`src/rtl/font_rom_arbiter_pkg.sv`:
```
// Shared definitions for the font ROM arbiter and its round-robin sub-module.
// Widths of the font ROM port, the wait-counter width and the tag-width helper.
package font_rom_arbiter_pkg;

  // Font ROM geometry: address is {char_code[6:0], char_line[3:0]}, data is one pixel line.
  localparam int FONT_ADDR_W = 11;
  localparam int FONT_DATA_W = 8;

  // Per-requester wait counters saturate at 255.
  localparam int WAIT_CNT_W = 8;

  // Width of a requester index (the response tag); at least one bit.
  function automatic int tag_w(input int n);
    return (n > 1) ? $clog2(n) : 1;
  endfunction

endpackage

```
`src/rtl/font_rom_arbiter_rr_arbiter.sv`:
```
// rr_arbiter: combinational one-hot grant with a wrap-around priority search.
// The search starts at i_ptr and wraps modulo N_REQ; the first active request wins.
// Driving i_ptr with a constant zero turns it into a fixed-priority arbiter.
module rr_arbiter
  import font_rom_arbiter_pkg::*;
#(
  parameter int N_REQ = 4,
  parameter int IDX_W = tag_w(N_REQ)
) (
  input  logic [N_REQ-1:0] i_req,
  input  logic [IDX_W-1:0] i_ptr,
  output logic [N_REQ-1:0] o_gnt,
  output logic [IDX_W-1:0] o_idx,
  output logic             o_any
);

  // Walk all N_REQ positions from the pointer and grant the first requester found.
  always_comb begin
    int               v_sum;
    logic [IDX_W-1:0] v_pos;
    // NOTE: every output gets a default before the search; a path that skips an assignment would infer a latch.
    o_gnt = '0;
    o_idx = '0;
    o_any = 1'b0;
    v_sum = 0;
    v_pos = '0;
    for (int k = 0; k < N_REQ; k++) begin
      v_sum = int'(i_ptr) + k;
      if (v_sum >= N_REQ) v_sum = v_sum - N_REQ;
      v_pos = IDX_W'(v_sum);
      if (!o_any && i_req[v_pos]) begin
        o_gnt[v_pos] = 1'b1;
        o_idx        = v_pos;
        o_any        = 1'b1;
      end
    end
  end

endmodule

```
`src/rtl/font_rom_arbiter.sv`:
```
// font_rom_arbiter: shares one registered-read font ROM among N_REQ text units.
// Round-robin grant (combinational), address mux, one-cycle tag pipeline that routes
// the ROM data back as a one-hot rvalid, and sticky per-requester starvation flags.
// Build option: define FONT_ARB_FIXED_PRIO_EN to drop the round-robin pointer and use
// fixed priority (requester 0 highest); the starvation flags then show unfairness.
module font_rom_arbiter
  import font_rom_arbiter_pkg::*;
#(
  parameter int N_REQ    = 4,
  parameter int ADDR_W   = FONT_ADDR_W,
  parameter int DATA_W   = FONT_DATA_W,
  parameter int MAX_WAIT = 15
) (
  input  logic                    clk,
  input  logic                    rst,
  input  logic [N_REQ-1:0]        req,
  input  logic [N_REQ*ADDR_W-1:0] req_addr,
  output logic [N_REQ-1:0]        gnt,
  output logic [ADDR_W-1:0]       rom_addr,
  input  logic [DATA_W-1:0]       rom_data,
  output logic [N_REQ-1:0]        rvalid,
  output logic [DATA_W-1:0]       rdata,
  output logic [N_REQ-1:0]        starve
);

  localparam int                    IDX_W      = tag_w(N_REQ);
  localparam logic [WAIT_CNT_W-1:0] WAIT_LIMIT = WAIT_CNT_W'(MAX_WAIT);
  localparam logic [WAIT_CNT_W-1:0] WAIT_SAT   = '1;

  logic [IDX_W-1:0]      w_ptr;
  logic [IDX_W-1:0]      w_idx;
  logic                  w_any;
  logic [ADDR_W-1:0]     w_addr_sel;
  logic [ADDR_W-1:0]     r_rom_addr;
  logic                  r_tag_valid;
  logic [IDX_W-1:0]      r_tag_idx;
  logic [WAIT_CNT_W-1:0] r_wait_cnt  [N_REQ];
  logic [WAIT_CNT_W-1:0] w_wait_next [N_REQ];
  logic [N_REQ-1:0]      r_starve;

  rr_arbiter #(
    .N_REQ (N_REQ),
    .IDX_W (IDX_W)
  ) u_rr_arbiter (
    .i_req (req),
    .i_ptr (w_ptr),
    .o_gnt (gnt),
    .o_idx (w_idx),
    .o_any (w_any)
  );

`ifdef FONT_ARB_FIXED_PRIO_EN
  // Fixed priority: the search always starts at requester 0.
  assign w_ptr = '0;
`else
  logic [IDX_W-1:0] r_ptr;

  // Round-robin pointer moves to the requester after the one just granted.
  always_ff @(posedge clk) begin
    // NOTE: sequential state uses <= so every flop samples pre-edge values whatever the block order.
    if (!rst) begin
      r_ptr <= '0;
    end else if (w_any) begin
      r_ptr <= (int'(w_idx) == N_REQ - 1) ? '0 : w_idx + 1'b1;
    end
  end

  assign w_ptr = r_ptr;
`endif

  // Granted requester's address goes to the ROM; with no grant the last address is held.
  assign w_addr_sel = req_addr[int'(w_idx) * ADDR_W +: ADDR_W];
  assign rom_addr   = w_any ? w_addr_sel : r_rom_addr;

  // Remember the last granted address for idle cycles.
  always_ff @(posedge clk) begin
    if (!rst) begin
      r_rom_addr <= '0;
    end else if (w_any) begin
      r_rom_addr <= w_addr_sel;
    end
  end

  // Tag pipeline: {valid, idx} of this cycle's grant, aligned with the ROM's read latency.
  always_ff @(posedge clk) begin
    if (!rst) begin
      r_tag_valid <= 1'b0;
      r_tag_idx   <= '0;
    end else begin
      r_tag_valid <= w_any;
      r_tag_idx   <= w_idx;
    end
  end

  // Route the ROM response to the tagged requester; reset suppresses an in-flight response.
  always_comb begin
    rvalid = '0;
    if (rst && r_tag_valid) rvalid[r_tag_idx] = 1'b1;
  end

  assign rdata = (rst && r_tag_valid) ? rom_data : '0;

  // Next wait count: clear on grant or idle, otherwise count up and saturate.
  always_comb begin
    for (int i = 0; i < N_REQ; i++) begin
      w_wait_next[i] = r_wait_cnt[i];
      if (gnt[i] || !req[i]) begin
        w_wait_next[i] = '0;
      end else if (r_wait_cnt[i] != WAIT_SAT) begin
        w_wait_next[i] = r_wait_cnt[i] + 1'b1;
      end
    end
  end

  // Wait counters and sticky starvation flags; a flag sets on the edge the count reaches MAX_WAIT.
  always_ff @(posedge clk) begin
    if (!rst) begin
      // NOTE: this counter array is flops, not a RAM; its zero state is observable behaviour, so it is cleared here.
      for (int i = 0; i < N_REQ; i++) r_wait_cnt[i] <= '0;
      r_starve <= '0;
    end else begin
      for (int i = 0; i < N_REQ; i++) begin
        r_wait_cnt[i] <= w_wait_next[i];
        if (w_wait_next[i] >= WAIT_LIMIT) r_starve[i] <= 1'b1;
      end
    end
  end

  assign starve = r_starve;

endmodule

```
`config.mk`:
```
export PLATFORM = sky130hd
export DESIGN_NAME = font_rom_arbiter
export DESIGN_NICKNAME = d
export VERILOG_FILES = /design/src/rtl/font_rom_arbiter_pkg.sv /design/src/rtl/font_rom_arbiter_rr_arbiter.sv /design/src/rtl/font_rom_arbiter.sv
export SDC_FILE = /design/constraint.sdc
export NUM_CORES = 1
export LEC_CHECK = 0
export CAP_MARGIN = 40
export CORE_UTILIZATION = 54
export CTS_BUF_LIST = sky130_fd_sc_hd__clkbuf_2 sky130_fd_sc_hd__clkbuf_4 sky130_fd_sc_hd__clkbuf_8
export CTS_CLUSTER_DIAMETER = 30
export DETAILED_ROUTE_END_ITERATION = 12
export PLACE_DENSITY_LB_ADDON = 0.05
export SYNTH_ARGS = -nofsm -noshare
export SYNTH_HDL_FRONTEND = slang
export SYNTH_HIERARCHICAL = 1
export SYNTH_SLANG_ARGS = --single-unit
export TNS_END_PERCENT = 100
```
`constraint.sdc`:
```
create_clock -name clk -period 7.01 [get_ports clk]
set_clock_uncertainty 0.05 [all_clocks]
set_input_delay 1.0515 -clock clk [delete_from_list [all_inputs] [get_ports clk]]
set_output_delay 1.0515 -clock clk [all_outputs]
set_load 0.05 [all_outputs]
```
==> results.md, run 1 <==
* Outcome: complete, no violations
* Max Cap Violations at 0
* HP Class: flip-flop to flip-flop
* Max Buffers Root-to-Sink at 2
* RR Startpoint: r_ptr[0]
* Initial antenna violation count at 0
* Post-synthesis sequential area ratio at 31.8%
* Yosys cell types at a little under 60
* Setup TNS at 0 ps
* Min Tclk post-route at ~5700 ps
* # hold bufs at CTS at 0
* Hold Slack at 436 ps
* Peak VDD IR at 336 uV
* Largest net degree at the start of global routing at 36
* Layout cells sized above 1 at under 10%
* Startpoint Class: primary input
* EDFF count, synth at 0
* Met3 Usage GRT at a little over 5%
* XOR/XNOR share of the synthesized area at ~1.9%
* Mapped Cells at 356
* Iteration-0 DRC Markers at between 100 and 150
* Post-Synth Simple-Gate Area at 26.2%
* Post-cts sizing count at 0
* Pin slew with the least headroom to its limit at around 680 ps
* Cell chain of the critical path: clkdlybuf4s50_1 > mux4_1 > and2b_2 > o21ai_0 > o31ai_4 > buf_8 > mux4_1 > mux2_2 > clkdlybuf4s50_1
* RD Place Congestion at 0.846
* Final Hold Fails at 0
* Final slew viol count at 0
* Top FF cell, synth: dfxtp_1
* Number of global-route vias before repair at about 2600
* Starting Density at a little under three fifths
* Leak Pwr at between 0.0015 and 0.002 uW
* Row cnt at 28
* Mapped Area at 3280 um^2
* Hold path start: starve[1]
* # DRC at 0
* Final Instance Area at 4300 um^2
* TritonCTS clock tree: built
* # H-tree levels at 2
* Die H at around 80 um
* Final setup violation count at 0
* Crit path kind: primary input to output port
* Die Wd at roughly 80 um
* Total core area at approximately 5900 um^2
* CP max stage cell: clkdlybuf4s50_1
* Mux cell area share after synthesis at 18.7%
* CP max stage delay at 700 ps
* Drt first pass iters at 4
* Mean post-synth cell area at 9.20 um^2
* Post-DRT Antenna Nets at 0
* DP Area at ~4200 um^2
* Via-to-Cell Ratio at 5.96
* Layout area overhead at 31.1%
* Buf/Inv on CP at 3
* Max_slew headroom at between 50 and 60%
* Synthesized Nets at roughly 420
* Congestion Overflow GR at 0
* Asr flop ratio synth at 0%
* Worst-path clk slew at approximately 80 ps
* Num CTS Buffers at 5
* Fmax at 0.174 GHz
* RSZ-0062 raised after global routing: false
* Via count at 3041
* GRT Total Usage at around a quarter
* DR WL/cell at approximately 15 um
* Crit Path Max Fanout at 11
* Req. time, crit path at about 6000 ps
* Main combinational cell family by area after synthesis: simple AND/OR/NAND/NOR gates
* Clk_lat worst skew at around 300 ps
* ANT cells at 0
* Synth warn at 6
* I/O pin cnt at about 90
* Met2 usage at 41.9%
* Arrival time of the worst setup path at approximately 4600 ps
* Filler Cell Count at between 400 and 500
* Global-route wire length before repair at approximately 12 mm
* M1 GR Usage at about a third
* Crit path from: req[3]
* WL final at between 7 and 8 mm
* Layout Utilization at 73.0%
* CTS Sinks at 52
* Clock tree root driver cell: clkbuf_8
* Nets at slightly above 500
* Compound-cell area share of the yosys netlist at 13.4%
* Final Cycle Share at between 80% and 90%
* Adder-cell share of the synthesized area at around 3.8%
* Die area at approximately 6400 um^2
* Crit-path leading delay family: buffers and inverters
* Post-synthesis register bit count at 52
* Pwr Density at roughly 380 nW/um^2
* Most Crowded Layer GR: met2
* # Post-CTS Setup Buffers at 0
* Post-DP HPWL at around 5.9 mm
* Crit end category: output port
* # port buffers at slightly below 90
## synthesized netlist by cell type, drive strengths merged (11+ instances only)
master / instances / area, um^2
mux4: 15 / 357
nand3: 11 / 55.1
o21ai: 16 / 80.1
mux2: 12 / 165
dfxtp: 52 / 1040
nor2: 36 / 138
and3: 17 / 111
and2: 17 / 108
nand2: 22 / 82.6
nor3: 16 / 80.1
a21oi: 11 / 55.1
## path summary, 6_finish.rpt
path                                 endpoint  cells after the start  slack [ps]
worst max-delay path              rom_addr[1]                      9        1260
worst min-delay path                starve[1]                      1         440
worst min register to register      starve[1]                      1         440
worst max register to register  r_rom_addr[1]                     10        3230
## sequential cells by signal (all words and copies together) (netlist names)
| name | cells |
|---|---|
| r_wait_cnt | 32 |
| r_tag_idx | 2 |
| r_tag_valid | 1 |
| r_rom_addr | 11 |
| r_ptr | 2 |
| starve | 4 |
## worst register-to-register path: cells and delay by family, from the launching register on
kind                       cells  cell delay, ps
AOI/OAI and AO/OA              2             320
adders and majority gates      1             400
buffers and inverters          2             380
DFF                            1             760
muxes                          3            1300
and+or+nand+nor                2             460
## area by class of cell
type	count	area, um^2	area share [%]
Timing Repair Buffer	91	918	21.4
Tap cell	75	93.8	2.18
Sequential cell	52	1040	24.2
Clock buffer	7	96.3	2.24
Multi-Input combinational cell	275	2110	49.1
Inverter	10	37.5	0.874
## routing by layer
| metal | up-vias | wire [um] |
|---|---|---|
| li1 | 1484 | - |
| met3 | 12 | 594 |
| met5 | - | 0 |
| met4 | 0 | 112 |
| met2 | 115 | 3710 |
| met1 | 1430 | 3400 |
## through the flow
stage | std cells | setup WS, ps | power [uW]
finish | 510 | 1260 | 1650
global route | 510 | 1100 | 1740
CTS | 510 | 1270 | 1660
detailed placement | 503 | 1270 | 1480
global placement | 501 | 1100 | 1440
floorplan | 356 | 2440 | 1200
## cell usage in the layout (no fill, tap or decap), drive strengths merged, types with 2 or more instances in the layout
cell | netlist | final
nand2b | 3 | 3
clkdlybuf4s50 | 0 | 88
or2 | 2 | 2
xnor2 | 5 | 5
a31oi | 8 | 8
mux2i | 9 | 9
inv | 10 | 10
o21ai | 16 | 16
a32oi | 2 | 2
or3 | 2 | 2
mux2 | 12 | 12
nor2b | 6 | 6
mux4 | 15 | 15
dfxtp | 52 | 52
nor2 | 36 | 36
a211oi | 4 | 4
and2 | 17 | 17
ha | 10 | 10
o211ai | 3 | 3
xor2 | 2 | 2
a22oi | 8 | 8
nor4 | 2 | 2
buf | 10 | 3
and3 | 17 | 17
nor3 | 16 | 16
nand4 | 8 | 8
nand3b | 4 | 4
nand3 | 11 | 11
a21oi | 11 | 11
o2111ai | 2 | 2
nor3b | 2 | 2
and4 | 4 | 4
nand2 | 22 | 22
clkbuf | 9 | 7
o311ai | 2 | 2
## where the power goes
group | switching (uW) | total (uW) | internal (uW)
sequential | 41.9 | 382 | 341
combinational | 610 | 1090 | 482
clock | 89.5 | 177 | 88.0
## cells by family after synthesis
kind of cell             Yosys count
AO/OA/AOI/OAI                     66
XOR/XNOR                           7
adder cells (fa/ha/maj)           10
buffers and inverters             29
flip-flops                        52
multiplexers                      36
AND/OR/NAND/NOR                  156
No activity file was read; power rests on OpenSTA's default activity.
==> run 2: changes to the inputs <==
--- a/config.mk
+++ b/config.mk
@@ -6,7 +6,7 @@
 export NUM_CORES = 1
 export LEC_CHECK = 0
 export CAP_MARGIN = 40
-export CORE_UTILIZATION = 54
+export CORE_UTILIZATION = 45
 export CTS_BUF_LIST = sky130_fd_sc_hd__clkbuf_2 sky130_fd_sc_hd__clkbuf_4 sky130_fd_sc_hd__clkbuf_8
 export CTS_CLUSTER_DIAMETER = 30
 export DETAILED_ROUTE_END_ITERATION = 12
==> constraint.sdc (replaced) <==
create_clock -name clk -period 5.1 [get_ports clk]
set_clock_uncertainty 0.05 [all_clocks]
set_input_delay 0.765 -clock clk [delete_from_list [all_inputs] [get_ports clk]]
set_output_delay 0.765 -clock clk [all_outputs]
set_load 0.05 [all_outputs]
==> run 2 against run 1 <==
  * Sequential share of layout area fell by 0.13 points
  * Hold slack got worse by 4.8 ps
  * First-iteration DRC count fell by 29%
  * Final cell count rose by 4.3%
  * Wire length fell by 3.0%
  * Non-clock buffer count did not move
  * Critical path depth rose by 1
  * Largest power group unchanged
==> results.md, run 2 (same netlist as run 1, synthesis figures left out) <==
* Peak VDD IR at around 290 uV
* # DRC at 0
* Reg-to-reg slack, setup at 1390 ps
* HP Class: flip-flop to flip-flop
* Iteration-0 DRC Markers at between 90 and 100
* Filler Cell Count at ~630
* RSZ-0062 raised after global routing: false
* Die H at slightly below 90 um
* Hold depth at 1
* Setup ws final at roughly 390 ps
* Crit Path Max Fanout at 14
* Post-DRT Antenna Nets at 0
* M1 WL at approximately 3.5 mm
* TritonCTS clock tree: built
* Req. time, crit path at roughly 4300 ps
* Met3 Routed Length at 495 um
* Congestion Overflow GR at 0
* DR top layer: met4
* Crit path kind: flip-flop to output port
* Worst-path clk slew at approximately 100 ps
* Initial antenna violation count at 0
* Nets at around 500
* Max Cap Violations at 0
* CTS Sinks at between 50 and 60
* Final Hold Fails at 0
* Outcome: complete, no violations
* DR WL/cell at approximately 14 um
* Startpoint Class: flip-flop
* Global-route wire length before repair at between 10 and 15 mm
* Most common cell after layout, fill and taps aside: clkdlybuf4s50_1
* Post-DP HPWL at between 5 and 6 mm
* Final Cycle Share at 92.4%
* Starting Density at 47.4%
* Num CTS Buffers at 5
* Post-cts sizing count at 0
* Final setup violation count at 0
* Clock tree root driver cell: clkbuf_8
* Arrival time of the worst setup path at 3900 ps
* WL final at between 7 and 8 mm
* Commonest cells after routing, fill and taps aside: clkdlybuf4s50_1 (77), dfxtp_1 (52), nor2_1 (35), nand2_1 (22)
* Max_slew headroom at between 50% and 60%
* Most flops, register: r_wait_cnt
* ANT cells at 0
* Drt first pass iters at 4
* Via count at between 2000 and 3000
* Layout cells sized above 1 at 12.2%
* Min Tclk post-route at between 4000 and 5000 ps
* Die Wd at roughly 87 um
* Worst slack, placed at ~460 ps
* GRT Total Usage at approximately a fifth
* Pwr Density at between 500 and 600 nW/um^2
* Row cnt at 30
* Largest net degree at the start of global routing at 24
* Clk_lat worst skew at approximately 300 ps
* Fmax at 0.212 GHz
* Crit end category: output port
* Routed met2 length at about 3.5 mm
* # hold bufs at CTS at 0
* Setup TNS at 0 ps
* # port buffers at slightly below 90
* Die area at roughly 7600 um^2
* RD Place Congestion at between 0.8 and 0.9
* Leak Pwr at roughly 0.0016 uW
* Via-to-Cell Ratio at around 5.6
* Total core area at 6910 um^2
* Number of global-route vias before repair at 2658
* Pin slew with the least headroom to its limit at between 600 and 700 ps
* # Post-CTS Setup Buffers at 0
* Reg2reg path depth at 10
* # H-tree levels at 2
* Max Buffers Root-to-Sink at 2
* I/O pin cnt at 89
* Layout area overhead at 31.8%
* Final slew viol count at 0
* Max reg flops at 32
[run 2: cell count changes in the layout (fill, tap and decap cells not counted), sizes merged]
| cell | before | now |
|---|---|---|
| buf | 3 | 14 |
| clkinv | 0 | 1 |
| clkbuf | 7 | 6 |
| clkdlybuf4s50 | 88 | 77 |
| bufinv | 0 | 1 |
[run 2: critical path, stage by stage (launching register included)]
cell,delay (ps)
dfxtp_1,750
inv_1,150
ha_1,390
mux4_2,450
and2b_2,310
o21ai_0,140
o31ai_4,210
buf_8,210
mux4_2,500
mux2_4,270
buf_4,190
[run 2: metal layers]
layer	up-vias	global-route usage, %
met5	-	0
met1	1382	25.7
met4	0	4.62
met2	109	35.7
li1	1485	-
met3	5	3.70
[run 2: stage by stage]
step / hold slack (ps) / area [um^2] / power, uW / instances / utilization (%)
after floorplan: 407 / 3280 / 1650 / 356 / -
after global placement: 406 / 4170 / 1960 / 522 / 60.4
after detailed placement: 412 / 4200 / 2010 / 524 / 60.8
after CTS: 437 / 4320 / 2310 / 532 / 62.6
after global routing: 466 / 4320 / 2410 / 532 / 62.6
final: 431 / 4320 / 2290 / 532 / 62.6
[run 2: worst paths after layout]
| check | startpoint | endpoint |
|---|---|---|
| max | r_ptr[0] | rom_addr[5] |
| min | starve[1] | starve[1] |
| max reg2reg | r_ptr[0] | r_rom_addr[5] |
| min reg2reg | starve[1] | starve[1] |
[run 2: layout make-up]
class	instances	area, um^2	share of cell area [%]
Clock buffer	6	82.6	1.91
Multi-Input combinational cell	275	2110	48.8
Clock inverter	2	38.8	0.898
Timing Repair Buffer	91	891	20.6
Inverter	10	37.5	0.869
Tap cell	96	120	2.78
Sequential cell	52	1040	24.1
[run 2: where the power goes]
part | switching (uW) | leakage [uW] | internal [uW]
clock network | 138 | 0.0000614 | 161
logic | 836 | 0.00115 | 632
registers | 55.9 | 0.000424 | 468
total | 1030 | 0.00164 | 1260
